`config.mk`:
```
export PLATFORM = sky130hd
export DESIGN_NAME = serial_addsub_ctrl_flat
export DESIGN_NICKNAME = d
export VERILOG_FILES = /design/src/rtl/serial_addsub_ctrl_if.sv /design/src/rtl/serial_addsub_ctrl.sv /design/src/flat_wrapper.sv
export SDC_FILE = /design/constraint.sdc
export NUM_CORES = 1
export LEC_CHECK = 0
export BUFFER_PORTS_ARGS = -buffer_cell sky130_fd_sc_hd__buf_4
export CORE_UTILIZATION = 27
export CTS_BUF_LIST = sky130_fd_sc_hd__clkbuf_16
export DETAILED_ROUTE_END_ITERATION = 6
export SLEW_MARGIN = 20
export SYNTH_ARGS = -nofsm -noshare
export SYNTH_HDL_FRONTEND = slang
export SYNTH_SLANG_ARGS = --single-unit
```
`constraint.sdc`:
```
create_clock -name clk -period 1.5 [get_ports clk]
set_input_delay 0.075 -clock clk [delete_from_list [all_inputs] [get_ports clk]]
set_output_delay 0.075 -clock clk [all_outputs]
set_load 0.02 [all_outputs]
```
`src/rtl/serial_addsub_ctrl_if.sv`:
```
// Handshake and operand/result bundle for the bit-serial add/subtract sequencer.
// The master drives the request and the slave returns status and result.
interface serial_addsub_ctrl_if #(
    parameter int W = 8
);
    logic         start;
    logic         op;
    logic [W-1:0] a;
    logic [W-1:0] b;
    logic         busy;
    logic         done;
    logic [W-1:0] result;
    logic         cout;
    logic         ovf;

    modport master (
        output start, op, a, b,
        input  busy, done, result, cout, ovf
    );

    modport slave (
        input  start, op, a, b,
        output busy, done, result, cout, ovf
    );
endinterface

```
`src/rtl/serial_addsub_ctrl.sv`:
```
// Bit-serial add/subtract: one full-adder slice stepped LSB first over two
// latched operands, with carry FF, result shift register and start/busy/done.
module serial_addsub_ctrl #(
    parameter int W = 8
) (
    input  logic                  clk,
    input  logic                  rst,
    serial_addsub_ctrl_if.slave   bus
);
    localparam int CW = $clog2(W);

    typedef enum logic [1:0] {IDLE, RUN, DONE} state_t;

    state_t         state;
    logic [W-1:0]   sh_a;
    logic [W-1:0]   sh_b;
    logic [W-1:0]   res;
    logic [CW-1:0]  cnt;
    logic           carry;
    logic           busy_r;
    logic           done_r;
    logic           cout_r;
    logic           ovf_r;
    logic           s;
    logic           c_next;

    // Single full-adder slice on the current LSBs.
    always_comb begin
        s      = sh_a[0] ^ sh_b[0] ^ carry;
        c_next = (sh_a[0] & sh_b[0]) | ((sh_a[0] ^ sh_b[0]) & carry);
    end

    always_ff @(posedge clk or posedge rst) begin
        if (rst) begin
            state  <= IDLE;
            sh_a   <= '0;
            sh_b   <= '0;
            res    <= '0;
            cnt    <= '0;
            carry  <= 1'b0;
            busy_r <= 1'b0;
            done_r <= 1'b0;
            cout_r <= 1'b0;
            ovf_r  <= 1'b0;
        end else begin
            case (state)
                IDLE: begin
                    done_r <= 1'b0;
                    if (bus.start) begin
                        // Subtract is a + ~b + 1: invert B and seed the carry with op.
                        sh_a   <= bus.a;
                        sh_b   <= bus.op ? ~bus.b : bus.b;
                        carry  <= bus.op;
                        cnt    <= '0;
                        res    <= '0;
                        busy_r <= 1'b1;
                        state  <= RUN;
                    end
                end
                RUN: begin
                    sh_a  <= sh_a >> 1;
                    sh_b  <= sh_b >> 1;
                    res   <= {s, res[W-1:1]};
                    carry <= c_next;
                    if (cnt == CW'(W - 1)) begin
                        // Carry into the MSB xor carry out of it flags signed overflow.
                        ovf_r  <= carry ^ c_next;
                        cout_r <= c_next;
                        busy_r <= 1'b0;
                        done_r <= 1'b1;
                        state  <= DONE;
                    end else begin
                        cnt <= cnt + 1'b1;
                    end
                end
                DONE: begin
                    done_r <= 1'b0;
                    state  <= IDLE;
                end
                default: begin
                    busy_r <= 1'b0;
                    done_r <= 1'b0;
                    state  <= IDLE;
                end
            endcase
        end
    end

    assign bus.busy   = busy_r;
    assign bus.done   = done_r;
    assign bus.result = res;
    assign bus.cout   = cout_r;
    assign bus.ovf    = ovf_r;
endmodule

```
`src/flat_wrapper.sv`:
```
// flat-port wrapper written by rule: the top's interface ports become plain ports
module serial_addsub_ctrl_flat 
#(
    parameter int W = 8
)
  (clk, rst, bus_start, bus_op, bus_a, bus_b, bus_busy, bus_done, bus_result, bus_cout, bus_ovf);
  serial_addsub_ctrl_if #(.W(W)) bus_i ();
  input  logic clk;
  input  logic rst;
  input wire logic [$bits(bus_i.start)-1:0] bus_start;
  input wire logic [$bits(bus_i.op)-1:0] bus_op;
  input wire logic [$bits(bus_i.a)-1:0] bus_a;
  input wire logic [$bits(bus_i.b)-1:0] bus_b;
  output wire logic [$bits(bus_i.busy)-1:0] bus_busy;
  output wire logic [$bits(bus_i.done)-1:0] bus_done;
  output wire logic [$bits(bus_i.result)-1:0] bus_result;
  output wire logic [$bits(bus_i.cout)-1:0] bus_cout;
  output wire logic [$bits(bus_i.ovf)-1:0] bus_ovf;
  assign bus_i.start = bus_start;
  assign bus_i.op = bus_op;
  assign bus_i.a = bus_a;
  assign bus_i.b = bus_b;
  assign bus_busy = bus_i.busy;
  assign bus_done = bus_i.done;
  assign bus_result = bus_i.result;
  assign bus_cout = bus_i.cout;
  assign bus_ovf = bus_i.ovf;
  serial_addsub_ctrl #(.W(W)) u_core (.clk(clk), .rst(rst), .bus(bus_i));
endmodule
```
# Word-level counts from Yosys, hierarchy flattened
# Cells that the tools add are included.
dict set report word_totals {
  ff_bits 34
  latch_bits 0
  mem_bits_rw 0
  rom_bits 0
  inputBits 20
  out_inout_bits 12
  wordCells 52
  mem_count 0
}
dict set report op_classes {
  n_addsub 1
  multipliers 0
  div 0
  magnitude_cmp 0
  eq_ne 6
  n_shift 0
  mux 20
  bitwise_logic 8
  n_reduce_logical 7
}
# op n
set ops {}
lappend ops {{case mux 8 bit (2 select lines)} 3}
lappend ops {{two-way mux 8 bit} 4}
lappend ops {{inverter 8 bit} 1}
lappend ops {{two-way mux 3 bit} 2}
lappend ops {{case mux 3 bit (2 select lines)} 1}
lappend ops {{AND reduction 2 bit} 3}
lappend ops {{AND reduction 3 bit} 2}
lappend ops {{two-way mux 1 bit} 5}
lappend ops {{two-way mux 2 bit} 2}
lappend ops {{!= test 2 bit, second input constant} 2}
lappend ops {{case mux 2 bit (2 select lines)} 1}
lappend ops {{adder 3 x 1 -> 3 bit, second input constant} 1}
lappend ops {{== test 3 bit, second input constant} 1}
lappend ops {{case mux 1 bit (3 select lines)} 1}
lappend ops {{bitwise XOR 1 bit} 3}
lappend ops {{AND 1 bit} 2}
lappend ops {{== test 2 x 1 -> 1 bit, second input constant} 1}
lappend ops {{== test 2 bit, second input constant} 1}
lappend ops {{zero test 2 bit} 1}
lappend ops {{!= test 2 x 1 -> 1 bit, second input constant} 1}
lappend ops {{case mux 1 bit (2 select lines)} 1}
lappend ops {{nonzero test 2 bit} 1}
lappend ops {{inverter 1 bit} 1}
lappend ops {{bitwise OR 1 bit} 1}

# Depth between registers and ports, before layout
dict set report depth {
  depth_word 4
  ltp_mapped 5
  depth_no_buf 5
}

# Least setup slack after synthesis
# OpenSTA, ideal clock, no wires.
dict set report synth_path {
  kind {flip-flop to flip-flop}
  startpoint {reg u_core.cnt[0]}
  endpoint {reg u_core.cnt[0]}
  setup_ns 0.121
  arrival_time_ns 1.219
  t_required_ns 1.379
  path_slack_ns 0.160
  stages_incl_launch_ff 5
  n_path_buf 0
  period_less_slack_ns 1.340
  path_cell_list {dfrtp_1 -> ha_1 -> ha_1 -> mux2_2 -> a22o_1}
}
dict set report synth_via {
  elab_chain_len 3
  word_cells_on_any_way 6
  cone_classes {add/sub: 1; eq/ne: 2; mux: 2; reduce/logical: 1}
}
# item line_no
set synth_lines {}
lappend synth_lines {{start: declaration} serial_addsub_ctrl.sv:18} ;# logic [CW-1:0] cnt;
lappend synth_lines {{start signal: assignment} serial_addsub_ctrl.sv:73} ;# cnt <= cnt + 1'b1;
lappend synth_lines {{adder 3 x 1 -> 3 bit or == test 3 bit (tied branches)} {serial_addsub_ctrl.sv:73, serial_addsub_ctrl.sv:65}}
lappend synth_lines {{two-way mux 3 bit or != test 2 bit (tied branches)} n/a}
lappend synth_lines {{case mux 3 bit (2 select lines) or AND reduction 3 bit (tied branches)} n/a}
# Several ways; a longest one is shown, not always the timed one. The select of a mux whose other input is x is not followed.
# A chain may end at the register's enable or synchronous reset.

# Worst setup path after layout
dict set report layout_path {
  startpoint {reg u_core.cnt[1]}
  endpoint {reg u_core.cnt[0]}
}
dict set report layout_via {
  elab_chain_len 3
}
# item line_no
set layout_lines {}
lappend layout_lines {{== test 3 bit} serial_addsub_ctrl.sv:65} ;# if (cnt == CW'(W - 1)) begin
lappend layout_lines {{!= test 2 bit (no source line)} n/a}
lappend layout_lines {{AND reduction 3 bit (no source line)} n/a}
# Every way passes these cells.

==> results.cfg <==
[outcome]
outcome = completed

[global_route]
grt_usage_pct = 12.8
grt_pass1_vias = 1257
antenna_found_initial = 0
grt_remaining_overflow = 0
grt_max_degree = 35
grt_pass1_wl_um = 6300

[floorplanning]
initial_core_util_pct = 28.2
row_count = 28
core_um2 = 5990
die_w_um = 81.1
die-height_um = 81.1
dieArea_um2 = 6580
ios = 32

[critical_path]
max_stage_delay_ns = 0.38
required_ns = 1.66
rrSetupSlack_ns = 0.10
r2r-start = u_core.cnt[1]
crit_cells = 5
cp-endpoint = u_core.cnt[0]
start_kind = flip-flop
critPathBufInv = 0
arrival_ns = 1.56
r2r_cells = 5
critical_path.most_common_cell = ha_1
timing.rr.end = u_core.cnt[0]
setup.worst_path.class = reg2reg
end_kind = flip-flop
crit_chain = ha_1, ha_1, nor2_1, mux2_2, a22o_1
critPathLaunch = u_core.cnt[1]
slowest_stage = dfrtp_1
critPathMaxFanout = 4
cp_top_family = adder cells

[placement]
dp_hpwl_um = 2640
place_ws_ns = 0.0783
io_buffers = 31
gp_congestion = 0.709

[sta]
hold_viol = 0
setup_violations = 0
relSlewSlack_pct = 68.7
timing.fmax_mhz = 716
fin_crit_sh_pct = 93.2
rsz0062_at_grt = false
slew_viol_final = 0
fin_ws_ns = 0.103
setup_tns_ns = 0
fin_skew_ns = 0.00599
max_slew.worst_pin.slew_ns = 0.469
fin_crit_ns = 1.40

[clock_network]
numCtsBuffers = 5
cts-root-buf = clkbuf_16
cts_setup_buffers = 0
numClockSinks = 34
clkTransAtPathRegs_ns = 0.06
htreeDepth = 2
clk_latency_ns = 0.27
ctsLongestPathBuffers = 2
tritoncts = yes

[synthesis]
avgSynthCellArea_um2 = 10.6
synthMuxAreaShare_pct = 1.26
synth-simple-area-share_pct = 7.70
ys_seq_area_share_pct = 50.4
synth_xor_area_share_pct = 4.67
synth_seq_cells = 34
synthCells = 159
synthAdderAreaFrac_pct = 3.41
synth_compound_area_share_pct = 25.6
synth_nets = 183
synth_cell_types = 25
synth_area_um2 = 1690
synth_top_family_by_area = compound AO/OA/AOI/OAI gates
ys_warn_count = 0

[detailed_routing]
first_iter_violations = 58
ant_nets = 0
drc = 0
post_drt_via_cell_ratio = 4.84
wl_per_cell_um = 14.4
vias = 1293
wirelength_um = 3850
drtPass1Iterations = 4

[cells_and_area]
final_core_util_pct = 35.9
multiInputGateArea_um2 = 724
drive_above_1_share_pct = 24.5
layout.nets = 215
fill_cells = 600
n_antenna_cell = 0
register_area_um2 = 851
layout_commonest_cell = buf_4
layout_common_cells = buf_4 (38), dfrtp_1 (34), o21ai_0 (14)
area_delta_synth_final_pct = 27.3

[worst_hold_path]
hold_path.class = in2reg

[power_and_ir_drop]
p_leak_uw = 0.000985
irDropWorstVdd_uv = 769
p_per_area_nw_per_um2 = 1880

[run]
drv_cap = 0
[sequential cells by signal, summed over array words and instances, names as in the netlist, 2 cells and up]
signal	cells
u_core.state	2
u_core.sh_a	8
u_core.sh_b	8
u_core.bus.result	8
u_core.cnt	3
[area by class of cell]
cell class	instances	share of cell area [%]
sequential	34	39.6
clock inverter	3	0.756
tap	75	4.36
multi-input combinational	99	33.7
timing repair buffer	39	13.7
clock buffer	5	5.82
inverter	12	2.09
[cell families (layout without fill, tap and decap cells)]
group | Yosys count | after routing
compound gates | 59 | 59
flops | 34 | 34
buf+inv | 26 | 59
simple gates | 25 | 25
xor+xnor | 9 | 9
fa+ha+maj | 4 | 4
mux | 2 | 2
[power breakdown]
part	internal, uW	total (uW)	switching [uW]
registers	1260	1530	266
clock network	605	970	365
logic	745	1540	796
[repair_timing]
item,in CTS,in global routing
hold buffers,1,0
endpoints found under the hold margin,34,0
endpoints found under the setup margin,0,5
gates resized for setup,0,1
[worst min-delay path: stages]
cell	delay (ns)
buf_4	0.08
a21oi_1	0.04
o21ai_0	0.12
[per-layer routing]
metal / global-route usage (%) / up-vias / share of wire, %
met5: 0 / - / 0
met4: 3.57 / 0 / 0.70
met3: 2.81 / 4 / 2.9
met2: 19.1 / 20 / 47
met1: 18.4 / 630 / 49
li1: - / 639 / -
[worst min path at each step]
stage,to,cells past startpoint,from,slack (ns)
floorplan,u_core.bus.busy,1,rst,0.22
global placement,u_core.bus.result[7],3,rst,0.20
detailed placement,u_core.bus.result[0],3,rst,0.21
CTS,u_core.sh_a[3],3,bus_a[3],0.09
global route,u_core.sh_a[3],3,bus_a[3],0.11
finish,u_core.sh_a[3],3,bus_a[3],0.09
[cells in the mapped netlist]
| cell | count | area (um^2) |
|---|---|---|
| nand2_1 | 6 | 22.5 |
| nor2_1 | 6 | 22.5 |
| buf_6 | 1 | 11.3 |
| xnor2_1 | 7 | 61.3 |
| inv_1 | 12 | 45.0 |
| clkbuf_1 | 3 | 11.3 |
| o32ai_1 | 7 | 61.3 |
| a2bb2oi_1 | 3 | 26.3 |
| fa_1 | 1 | 20.0 |
| mux2i_1 | 1 | 10.0 |
| dfrtp_1 | 34 | 851 |
| a221o_1 | 7 | 70.1 |
| buf_2 | 10 | 50.1 |
| o21bai_1 | 1 | 7.51 |
| ha_1 | 3 | 37.5 |
| nand2b_1 | 1 | 6.26 |
| a22o_1 | 12 | 105 |
| a22oi_1 | 7 | 52.6 |
| or3b_1 | 1 | 8.76 |
| a21oi_1 | 8 | 40.0 |
| nand3b_1 | 1 | 7.51 |
| o21ai_0 | 14 | 70.1 |
| mux2_2 | 1 | 11.3 |
| nor2b_1 | 10 | 62.6 |
| xor2_1 | 2 | 17.5 |
[per-stage QoR]
step / std cells / power (uW) / hold WS, ns / area, um^2
CTS: 267 / 4090 / 0.0875 / 2150
floorplan: 159 / 2570 / 0.217 / 1690
detailed placement: 258 / 3100 / 0.206 / 2000
finish: 267 / 4040 / 0.0861 / 2150
global placement: 258 / 3060 / 0.203 / 2000
global route: 267 / 4350 / 0.112 / 2150
Note: power is estimated with default switching activity, not from simulation.
